$ cat src/rtl/ternary_matvec.sv
// ternary_matvec
//   Streaming ternary matrix-vector multiplier. Each accepted activation beat
//   is multiplied by one row of 2-bit ternary weights. The products are
//   accumulated into all output lanes in parallel. The lane sums are then
//   drained one per beat over a valid/ready port.
//
// Ports
//   clk, rst           clock; asynchronous active-high reset
//   ena                block enable (low: every register holds)
//   weights            packed ternary weights; row i, lane j at
//                      base=2*(i*MAX_OUT_LEN+j), msb=bit base, lsb=bit base+1
//   cfg_in_len         activations per vector minus 1 (latched on start)
//   cfg_out_len        lanes to drain minus 1 (latched on start)
//   start              begin a vector (IDLE only)
//   in_valid/in_data   signed activation stream, in_ready high in ACCUM
//   out_valid/out_data/out_idx/out_ready  lane result stream
//   busy               high in ACCUM and DRAIN
//   done               one-cycle pulse after the final lane handshake
module ternary_matvec #(
  parameter int MAX_IN_LEN  = 16,
  parameter int MAX_OUT_LEN = 8,
  parameter int DATA_W      = 8,
  parameter int ACC_W       = DATA_W + $clog2(MAX_IN_LEN) + 1
) (
  input  logic                              clk,
  input  logic                              rst,
  input  logic                              ena,
  input  logic [2*MAX_IN_LEN*MAX_OUT_LEN-1:0] weights,
  input  logic [$clog2(MAX_IN_LEN)-1:0]     cfg_in_len,
  input  logic [$clog2(MAX_OUT_LEN)-1:0]    cfg_out_len,
  input  logic                              start,
  input  logic                              in_valid,
  input  logic signed [DATA_W-1:0]          in_data,
  output logic                              in_ready,
  output logic                              out_valid,
  output logic signed [ACC_W-1:0]           out_data,
  output logic [$clog2(MAX_OUT_LEN)-1:0]    out_idx,
  input  logic                              out_ready,
  output logic                              busy,
  output logic                              done
);

  localparam int IN_W  = $clog2(MAX_IN_LEN);
  localparam int OUT_W = $clog2(MAX_OUT_LEN);

  typedef enum logic [1:0] {IDLE = 2'd0, ACCUM = 2'd1, DRAIN = 2'd2} state_t;

  state_t                   state, state_nxt;
  logic [IN_W-1:0]          row;
  logic [OUT_W-1:0]         lane;
  logic [IN_W-1:0]          in_len_q;
  logic [OUT_W-1:0]         out_len_q;
  logic signed [ACC_W-1:0]  acc [MAX_OUT_LEN];
  logic [1:0]               w_dec [MAX_IN_LEN][MAX_OUT_LEN];
  logic signed [ACC_W-1:0]  x_ext;
  logic                     accept_in, accept_out, last_in, last_out;

  // Ternary multiply-accumulate: 01 adds, 11 subtracts, 00 and the
  // reserved 10 leave the accumulator unchanged.
  function automatic logic signed [ACC_W-1:0] tern_mac(
    input logic signed [ACC_W-1:0] a,
    input logic [1:0]              w,
    input logic signed [ACC_W-1:0] x
  );
    case (w)
      2'b01:   tern_mac = a + x;
      2'b11:   tern_mac = a - x;
      default: tern_mac = a;
    endcase
  endfunction

  // The loader packs msb at the lower bit of each pair, so the pair is
  // swapped here to get {msb,lsb}.
  for (genvar gi = 0; gi < MAX_IN_LEN; gi++) begin : g_row
    for (genvar gj = 0; gj < MAX_OUT_LEN; gj++) begin : g_lane
      assign w_dec[gi][gj] = {weights[2*(gi*MAX_OUT_LEN+gj)],
                              weights[2*(gi*MAX_OUT_LEN+gj)+1]};
    end
  end

  assign x_ext      = {{(ACC_W-DATA_W){in_data[DATA_W-1]}}, in_data};
  assign accept_in  = (state == ACCUM) && in_valid && ena;
  assign accept_out = (state == DRAIN) && out_ready && ena;
  assign last_in    = accept_in && (row == in_len_q);
  assign last_out   = accept_out && (lane == out_len_q);

  always_ff @(posedge clk or posedge rst) begin
    if (rst) state <= IDLE;
    else     state <= state_nxt;
  end

  always_comb begin
    state_nxt = state;
    case (state)
      IDLE:    if (start && ena) state_nxt = ACCUM;
      ACCUM:   if (last_in)      state_nxt = DRAIN;
      DRAIN:   if (last_out)     state_nxt = IDLE;
      default:                   state_nxt = IDLE;
    endcase
  end

  // Accumulate stage: counters, latched config and lane accumulators
  always_ff @(posedge clk or posedge rst) begin
    if (rst) begin
      row       <= '0;
      lane      <= '0;
      in_len_q  <= '0;
      out_len_q <= '0;
      done      <= 1'b0;
      for (int j = 0; j < MAX_OUT_LEN; j++) acc[j] <= '0;
    end else if (ena) begin
      done <= last_out;
      if (state == IDLE && start) begin
        in_len_q  <= cfg_in_len;
        out_len_q <= cfg_out_len;
        row       <= '0;
        lane      <= '0;
        for (int j = 0; j < MAX_OUT_LEN; j++) acc[j] <= '0;
      end
      if (accept_in) begin
        for (int j = 0; j < MAX_OUT_LEN; j++)
          acc[j] <= tern_mac(acc[j], w_dec[row][j], x_ext);
        row <= row + 1'b1;
        if (last_in) lane <= '0;
      end
      if (accept_out) lane <= lane + 1'b1;
    end
  end

  // Drain stage: lane result presented straight from the accumulators
  assign in_ready  = (state == ACCUM);
  assign busy      = (state != IDLE);
  assign out_valid = (state == DRAIN);
  assign out_data  = acc[lane];
  assign out_idx   = lane;

endmodule

$ cat config.mk
export PLATFORM = sky130hd
export DESIGN_NAME = ternary_matvec
export DESIGN_NICKNAME = d
export VERILOG_FILES = /design/src/rtl/ternary_matvec.sv
export SDC_FILE = /design/constraint.sdc
export NUM_CORES = 1
export LEC_CHECK = 0
export BUFFER_PORTS_ARGS = -buffer_cell sky130_fd_sc_hd__buf_2
export CAP_MARGIN = 0
export CORE_ASPECT_RATIO = 1.2
export CORE_MARGIN = 1.5
export CORE_UTILIZATION = 45
export DETAILED_ROUTE_END_ITERATION = 6
export GPL_ROUTABILITY_DRIVEN = 0
export PLACE_DENSITY = 0.71
export SLEW_MARGIN = 20
export SYNTH_ARGS = -nofsm -noshare
export SYNTH_HDL_FRONTEND = slang
export SYNTH_SLANG_ARGS = --single-unit
$ cat constraint.sdc
create_clock -name clk -period 11.65 [get_ports clk]
set_clock_uncertainty 0.15 [all_clocks]
set_input_delay 1.165 -clock clk [delete_from_list [all_inputs] [get_ports clk]]
set_output_delay 1.165 -clock clk [all_outputs]
set_load 0.02 [all_outputs]
Word level (Yosys, flattened, before mapping)
Cells that the tools add are included.

Reduce and logical (&&, ||, !) cells: 22. Bitwise operators: 2. Eq/ne operators: 31. Multiplexer cells: 26. Add/subtract/negate cells: 18. Order comparisons: 2.

Operators by type and width (count): $mux 104 (2); $pmux 13 s2 (8); $add 13x8->13 (8); $sub 13x8->13 (8); $bmux 16 s4 (1); $bmux 13 s3 (1); $mux 16 (2); $reduce_and 3->1 (9); $mux 13 (2); $ne 3x1->1 const B (8); $eq 2x1->1 const B (9); $eq 2x2->1 const B (9); $mux 3 (4); $logic_and 1x1->1 (8); $mux 4 (2); $mux 2 (3); $pmux 2 s3 (1); $ge 5x5->1 const B (1); $not 4->5 (1); $add 4x1->4 const B (1); $eq 4x4->1 (1); $ge 4x4->1 const B (1); $ne 2x1->1 const B (2); $not 3->4 (1); 6 further kinds (8).

Flip-flop bits (word level): 121. Bits of input ports: 277. Word-level logic and storage cells: 115. Output and inout bits: 20.

Longest topological paths before layout
Gate-level depths: netlist of run 1.

Depth in word-level cells: 7. Mapped depth: 19. Gate-level depth less buffers: 14.

Worst setup path before layout of run 1
OpenSTA, ideal clock, no wires.

Path kind: input to register. Start point: input in_data[2]. End point: register acc[103] (netlist bit). Path slack: 6.954 ns. Cell stages on the path: 15. Data arrival time: 4.450 ns. Buffers on the path: 2. Library setup time: 0.095 ns. Data required time: 11.405 ns. Cell sequence: buf_2 > nor3_2 > nor3b_2 > nor3b_2 > buf_2 > nor2_1 > xnor2_1 > ha_1 > a21o_1 > a21o_1 > nor2_1 > a211o_1 > and3b_1 > a211o_1 > o31ai_1.

Longest elaborated chain between the ends: 3. Elaborated cells between the ends (all ways): 4. Classes of those cells: 2 x add/sub; 2 x mux.

RTL lines: start, declared (line 33) `input logic signed [DATA_W-1:0] in_data,`; $sub 13x8->13 / $add 13x8->13 (equally long branches) (line 67, 66); $pmux 13 s2 * (line 65) `case (w)`; $mux 104 * (line 120) `if (accept_in) begin`; end signal, assigned by index (line 122) `acc[j] <= tern_mac(acc[j], w_dec[row][j], x_ext);`; end, declared (line 53) `logic signed [ACC_W-1:0] acc [MAX_OUT_LEN];`.

Every way passes the cells marked *; elsewhere a longest branch is shown, timed or not. A chain may end at the register's enable or synchronous reset.

Worst setup path after layout of run 1
Start point: register row[0]. End point: register acc[89] (netlist bit).

Longest elaborated chain between the ends: 7. Elaborated cells between the ends (all ways): 10. Classes of those cells: 3 x eq/ne; 5 x mux; 1 x bitwise; 1 x reduce/logical.

RTL lines: start, declared (line 49) `logic [IN_W-1:0] row;`; start signal, assigned (line 123) `row <= row + 1'b1;`; $not 4->5 (not written as such) * (line 122); $bmux 16 s4 * (line 122); $mux 16 * (2 in a row); $eq 2x2->1 / $eq 2x1->1 (equally long branches) (line 65); $ne 3x1->1 (no line) / $pmux 13 s2 (equally long branches); $reduce_and 3->1 (no line) / $mux 104 (equally long branches).

Every way passes the cells marked *; elsewhere a longest branch is shown, timed or not. The select of a mux whose other input is x is not followed.

==> results of run 1 <==
-- cells in the mapped netlist (10+ instances only) --
| cell | count | area [um2] |
|---|---|---|
| buf_2 | 29 | 145 |
| mux4_1 | 37 | 972 |
| nor3_1 | 30 | 150 |
| o211ai_1 | 11 | 82.6 |
| inv_1 | 53 | 199 |
| clkbuf_1 | 42 | 158 |
| o21bai_1 | 12 | 90.1 |
| dfrtp_1 | 121 | 3030 |
| a21oi_1 | 61 | 305 |
| mux2i_1 | 36 | 360 |
| nor2_1 | 96 | 360 |
| buf_1 | 10 | 37.5 |
| a21o_1 | 32 | 240 |
| a21boi_0 | 15 | 113 |
| o21a_1 | 17 | 128 |
| a211oi_1 | 14 | 105 |
| xnor2_1 | 90 | 788 |
| o31ai_1 | 30 | 225 |
| xor2_1 | 18 | 158 |
| mux2_2 | 18 | 203 |
| nand2_1 | 85 | 319 |
| o21ai_0 | 114 | 571 |
| ha_1 | 99 | 1240 |
| nand3_1 | 101 | 505 |
| nand2b_1 | 15 | 93.8 |
| mux4_2 | 53 | 1190 |
| nor2b_1 | 25 | 156 |
-- critical path, cell delays in order (launching register included) --
cell,delay [ps]
dfrtp_4,660
buf_4,670
mux4_1,650
a22o_1,240
a221oi_1,530
a211oi_1,120
buf_4,240
mux2i_1,240
ha_1,270
a21o_1,150
a21o_1,200
a2111oi_0,760
o31ai_1,300
a311o_1,410
o211ai_1,90
-- worst max path at each step --
stage,end,cells after the start
6_report,acc[89],14
5_1_grt,acc[89],14
4_1_cts,acc[89],14
3_5_place_dp,acc[89],14
3_3_place_gp,acc[89],14
2_1_floorplan,acc[103],15
-- metrics by stage --
stage               power, uW  hold WS [ps]  instances  instance area, um2
CTS                      4530           327       2018               15400
global placement         3780           312       1986               14700
detailed placement       3870           314       1986               14700
finish                   4550           327       2028               15400
global route             4930           342       2023               15400
floorplan                3220           290       1383               13100
-- state kept, by name, summed over array words and instances (netlist names) --
register,flops
acc,104
done,1
in_len_q,4
out_idx,3
out_len_q,3
row,4
state,2
-- report_power, final --
group	internal (uW)	total, uW	switching [uW]	leakage, uW
combinational	1430	3130	1700	0.00512
clock	408	630	222	0.000319
sequential	576	790	214	0.00159
-- per-layer routing --
metal,routed length (um),track usage [%]
met2,21400,48.0
met4,2360,17.2
met3,4460,9.72
met1,17700,36.7
met5,92,0
-- cell families (layout without fill, tap and decap cells) --
group,count (synthesis),after routing,synth area share (%)
buf+inv,146,396,5.37
mux,144,144,20.8
simple gates,399,399,14.7
compound gates,358,358,18.0
flops,121,121,23.1
fa+ha+maj,107,107,10.7
xor+xnor,108,108,7.23
other cells,0,10,0
-- layout make-up --
class / count / area share [%]
Multi-Input combinational cell: 1116 / 60.9
Sequential cell: 121 / 19.7
Timing Repair Buffer: 311 / 10.4
Tap cell: 385 / 3.12
Clock buffer: 18 / 2.85
Clock inverter: 14 / 1.59
Inverter: 53 / 1.31
Antenna cell: 10 / 0.162
==> qor.csv, run 1 <==
metric,value,unit
status,"finished, final reports clean",
Top Ports,297,
Fmax achieved,172,MHz
synthesis-to-layout area growth,17.8,%
footprint of the multi-input gates,9390,um2
initial antenna violation count,18,
CTS Root Buffer Type,clkbuf_16,
Nets,2004,
VDD IR-drop max,217,uV
CTS Hold Bufs,0,
std cell rows,68,
RSZ-0062 raised after global routing,false,
clock period minus worst slack,5810,ps
Post-synth EDFFs,0,
Mean Syn Cell Area,9.47,um2
largest buffer count on any clock path,2,
most frequent cells in the layout,"296 x buf_2, 117 x dfrtp_1, 114 x o21ai_0",
"Max FO, Critical Path",47,
"Slew Viols, Final",0,
fillcell total,2601,
Reg2Reg Setup Slack,5840,ps
CTS tree,done,
"most common cell after layout, fill and taps aside",buf_2,
clk_lat worst skew,440,ps
crit path kind,flop to flop,
crit path launch,row[0],
Register Area,3040,um2
Synth Register Bits,121,
die area,30100,um2
Worst Path Required,11860,ps
Critical R2R Launch,row[0],
DP Wirelength,36.4,mm
Hold Crit Depth,1,
Final setup viols,0,
Worst Hold Launch,acc[77],
largest net degree at the start of global routing,97,
number of global-route vias before repair,11800,
CP startpoint kind,flop,
Synth Flop Type,dfrtp_1,
gr ovfl total,0,
Setup TNS Final,0,ps
FF-to-FF path depth,14,
net count after synthesis,1767,
Synth warnings,0,
"Core Util, Final",53.8,%
Die Wd,159,um
DRT Wirelength,46.0,mm
Die H,190,um
CTS resizes,0,
Netlist cell types,70,
vias post-DR,12300,
Worst Hold Class,flop to flop,
TritonCTS Buffers,17,
first-pass GRT wire length,68.7,mm
min setup slack post-route,5840,ps
Core Box Area,28700,um2
I/O Buffers,296,
share of cells above drive strength 1,27.3,%
leakage,0.00703,uW
fraction of the yosys area taken by sequential cells,23.1,%
Max Cap Violations,0,
"antenna viol nets, final",0,
H-tree depth,4,
Initial Utilization,45.7,%
worst-margin pin slew,1070,ps
Post-CTS Setup Inserts,0,
crit path DAT,6020,ps
clock-pin slew on the worst setup and hold paths,60,ps
clk sinks,121,
total track usage,30.4,%
WL/cell,22.7,um
Min-Delay Endpoint,acc[77],
fraction of registers with async set/reset,100,%
Post-Synthesis Cells,1383,
PwrDens,295,nW/um2
FF-to-FF End,acc[89],
1st-pass router iterations,5,
worst slack at placement,5990,ps
final hold violations,0,
period utilization,49.9,%
max_slew headroom,28.5,%
crit end category,flop,
Post-Syn Area,13100,um2
vias per cell,6.08,
Detailed Route Iter0 Violations,1000,
drc violations,0,
(Power assumes the default switching activity.)
==> inputs of run 2 (changes only) <==
clock period = 5.9 ns   (was 11.65 ns; I/O delays follow)
==> run 2 against run 1 <==
Net effect:
- total power increased by 94%
- largest power group unchanged
- hold slack got worse by 210 ps
- maximum frequency increased by 12%
- sequential power increased by 100%
- largest cell class unchanged
==> qor.csv, run 2 (synthesis gave the netlist of run 1 again) <==
metric,value,unit,change
I/O Buffers,296,,unchanged
crit end category,flop,,unchanged
Seq pwr share,18.0,%,was 17.4%
largest net degree at the start of global routing,63,,was 97
most frequent cells in the layout,"296 x buf_2, 117 x dfrtp_1, 114 x o21ai_0",,unchanged
max_slew headroom,29.1,%,was 28.5%
DP Wirelength,37.9,mm,was 36.4 mm
die area,30100,um2,unchanged
total power,8840,uW,was 4550 uW
Die Wd,159,um,unchanged
Top Registers,"acc: 104 flops, in_len_q: 4 flops, row: 4 flops",,unchanged
Int Power,4630,uW,was 2420 uW
CTS resizes,0,,unchanged
VDD IR-drop max,227,uV,was 217 uV
share of cells above drive strength 1,27.5,%,was 27.3%
gr ovfl total,0,,unchanged
1st-pass router iterations,5,,unchanged
clock-pin slew on the worst setup and hold paths,60,ps,about the same
Largest register FFs,104,,unchanged
drc violations,0,,unchanged
WL/cell,23.5,um,was 22.7 um
CTS Hold Bufs,0,,unchanged
Comb pwr share,69.8,%,was 68.8%
switch share,47.6,%,was 46.9%
"Slew Viols, Final",0,,unchanged
period utilization,87.6,%,was 49.9%
status,"finished, final reports clean",,unchanged
Final setup viols,0,,unchanged
CP startpoint kind,flop,,unchanged
synthesis-to-layout area growth,17.6,%,was 17.8%
CTS tree,done,,unchanged
H-tree depth,4,,unchanged
Biggest register,acc,,unchanged
clk sinks,121,,unchanged
Worst Hold Class,input port to async pin,,was flop to flop
clk_lat worst skew,440,ps,about the same
Nets,2013,,"was 2,004"
Max Cap Violations,0,,unchanged
Core Box Area,28700,um2,unchanged
"Max FO, Critical Path",27,,was 47
crit path DAT,5390,ps,was 6020 ps
"most common cell after layout, fill and taps aside",buf_2,,unchanged
leakage,0.00705,uW,was 0.00703 uW
"antenna viol nets, final",0,,unchanged
PwrDens,574,nW/um2,was 295 nW/um2
std cell rows,68,,unchanged
total track usage,31.7,%,was 30.4%
clock period minus worst slack,5170,ps,was 5810 ps
DRT Wirelength,47.8,mm,was 46.0 mm
number of global-route vias before repair,11800,,about the same
Post-CTS Setup Inserts,0,,unchanged
Reg2Reg Setup Slack,730,ps,was 5840 ps
RSZ-0062 raised after global routing,false,,unchanged
vias post-DR,12700,,"was 12,300"
Die H,190,um,unchanged
TritonCTS Buffers,17,,unchanged
largest buffer count on any clock path,2,,unchanged
first-pass GRT wire length,71.0,mm,was 68.7 mm
fillcell total,2644,,"was 2,601"
initial antenna violation count,14,,was 18
Worst Path Required,6120,ps,"was 11,860 ps"
Switch Pwr,4210,uW,was 2140 uW
final hold violations,0,,unchanged
Detailed Route Iter0 Violations,1368,,"was 1,000"
Initial Utilization,45.7,%,unchanged
worst-margin pin slew,1060,ps,was 1070 ps
CTS Root Buffer Type,clkbuf_16,,unchanged
Top Ports,297,,unchanged
vias per cell,6.23,,was 6.08
Clk network pwr share,12.2,%,was 13.8%
Fmax achieved,193,MHz,was 172 MHz
Setup TNS Final,0,ps,unchanged
crit path kind,flop to flop,,unchanged
-- run 2: power groups by stage --
stage | registers, uW | logic [uW] | clock network [uW]
3_5_place_dp | 1590 | 6040 | 0
2_1_floorplan | 1330 | 5030 | 0
3_3_place_gp | 1580 | 5900 | 0
5_1_grt | 1630 | 6800 | 1120
6_report | 1590 | 6170 | 1080
4_1_cts | 1580 | 6080 | 1080
-- run 2: metal layers --
| metal | vias to the layer above | part of all wire, % | GRT usage [%] |
|---|---|---|---|
| met5 | - | 0.080 | 0 |
| met4 | 6 | 5.9 | 18.3 |
| met3 | 157 | 11 | 8.26 |
| met2 | 751 | 44 | 48.7 |
| met1 | 6052 | 39 | 40.4 |
| li1 | 5694 | - | - |
-- run 2: layout make-up --
cell class,count,area (um2),area share (%)
clock inverters,13,154,1.00
flip-flops and latches,121,3040,19.7
inverters,53,201,1.31
repair buffers,320,1670,10.9
clock buffers,19,433,2.81
multi-input cells,1116,9400,61.1
diodes,5,12.5,0.0813
well taps,385,482,3.13
-- run 2: path summary, 6_finish.rpt --
check / start / cells past startpoint / end
worst max-delay path: row[0] / 13 / acc[89]
worst min-delay path: rst / 2 / acc[62]
worst max register to register: row[0] / 13 / acc[89]
worst min register to register: acc[25] / 1 / acc[25]
max in group asynchronous: rst / 3 / out_idx[0]
min in group clk: cfg_in_len[0] / 3 / in_len_q[0]
-- run 2: stage by stage --
stage / cell area (um2) / instances / worst slack (ps) / utilization, % / hold slack [ps]
finish: 15400 / 2032 / 731 / 53.7 / 121
global route: 15400 / 2031 / 461 / 53.7 / 186
CTS: 15400 / 2027 / 815 / 53.6 / 133
detailed placement: 14800 / 1995 / 838 / 51.6 / 320
global placement: 14800 / 1995 / 963 / 51.6 / 312
floorplan: 13100 / 1383 / 1710 / - / 290
-- run 2: worst max-delay path, cell delays in order, from the launching register on --
cell       delay [ps]
dfrtp_4           720
mux4_1            630
a22o_1            240
a221oi_1          570
a211oi_1          110
buf_4             220
mux2i_1           260
ha_1              300
a21o_1            160
a21o_1            210
a2111oi_0         730
o31ai_1           270
a311o_1           410
o211ai_1           90
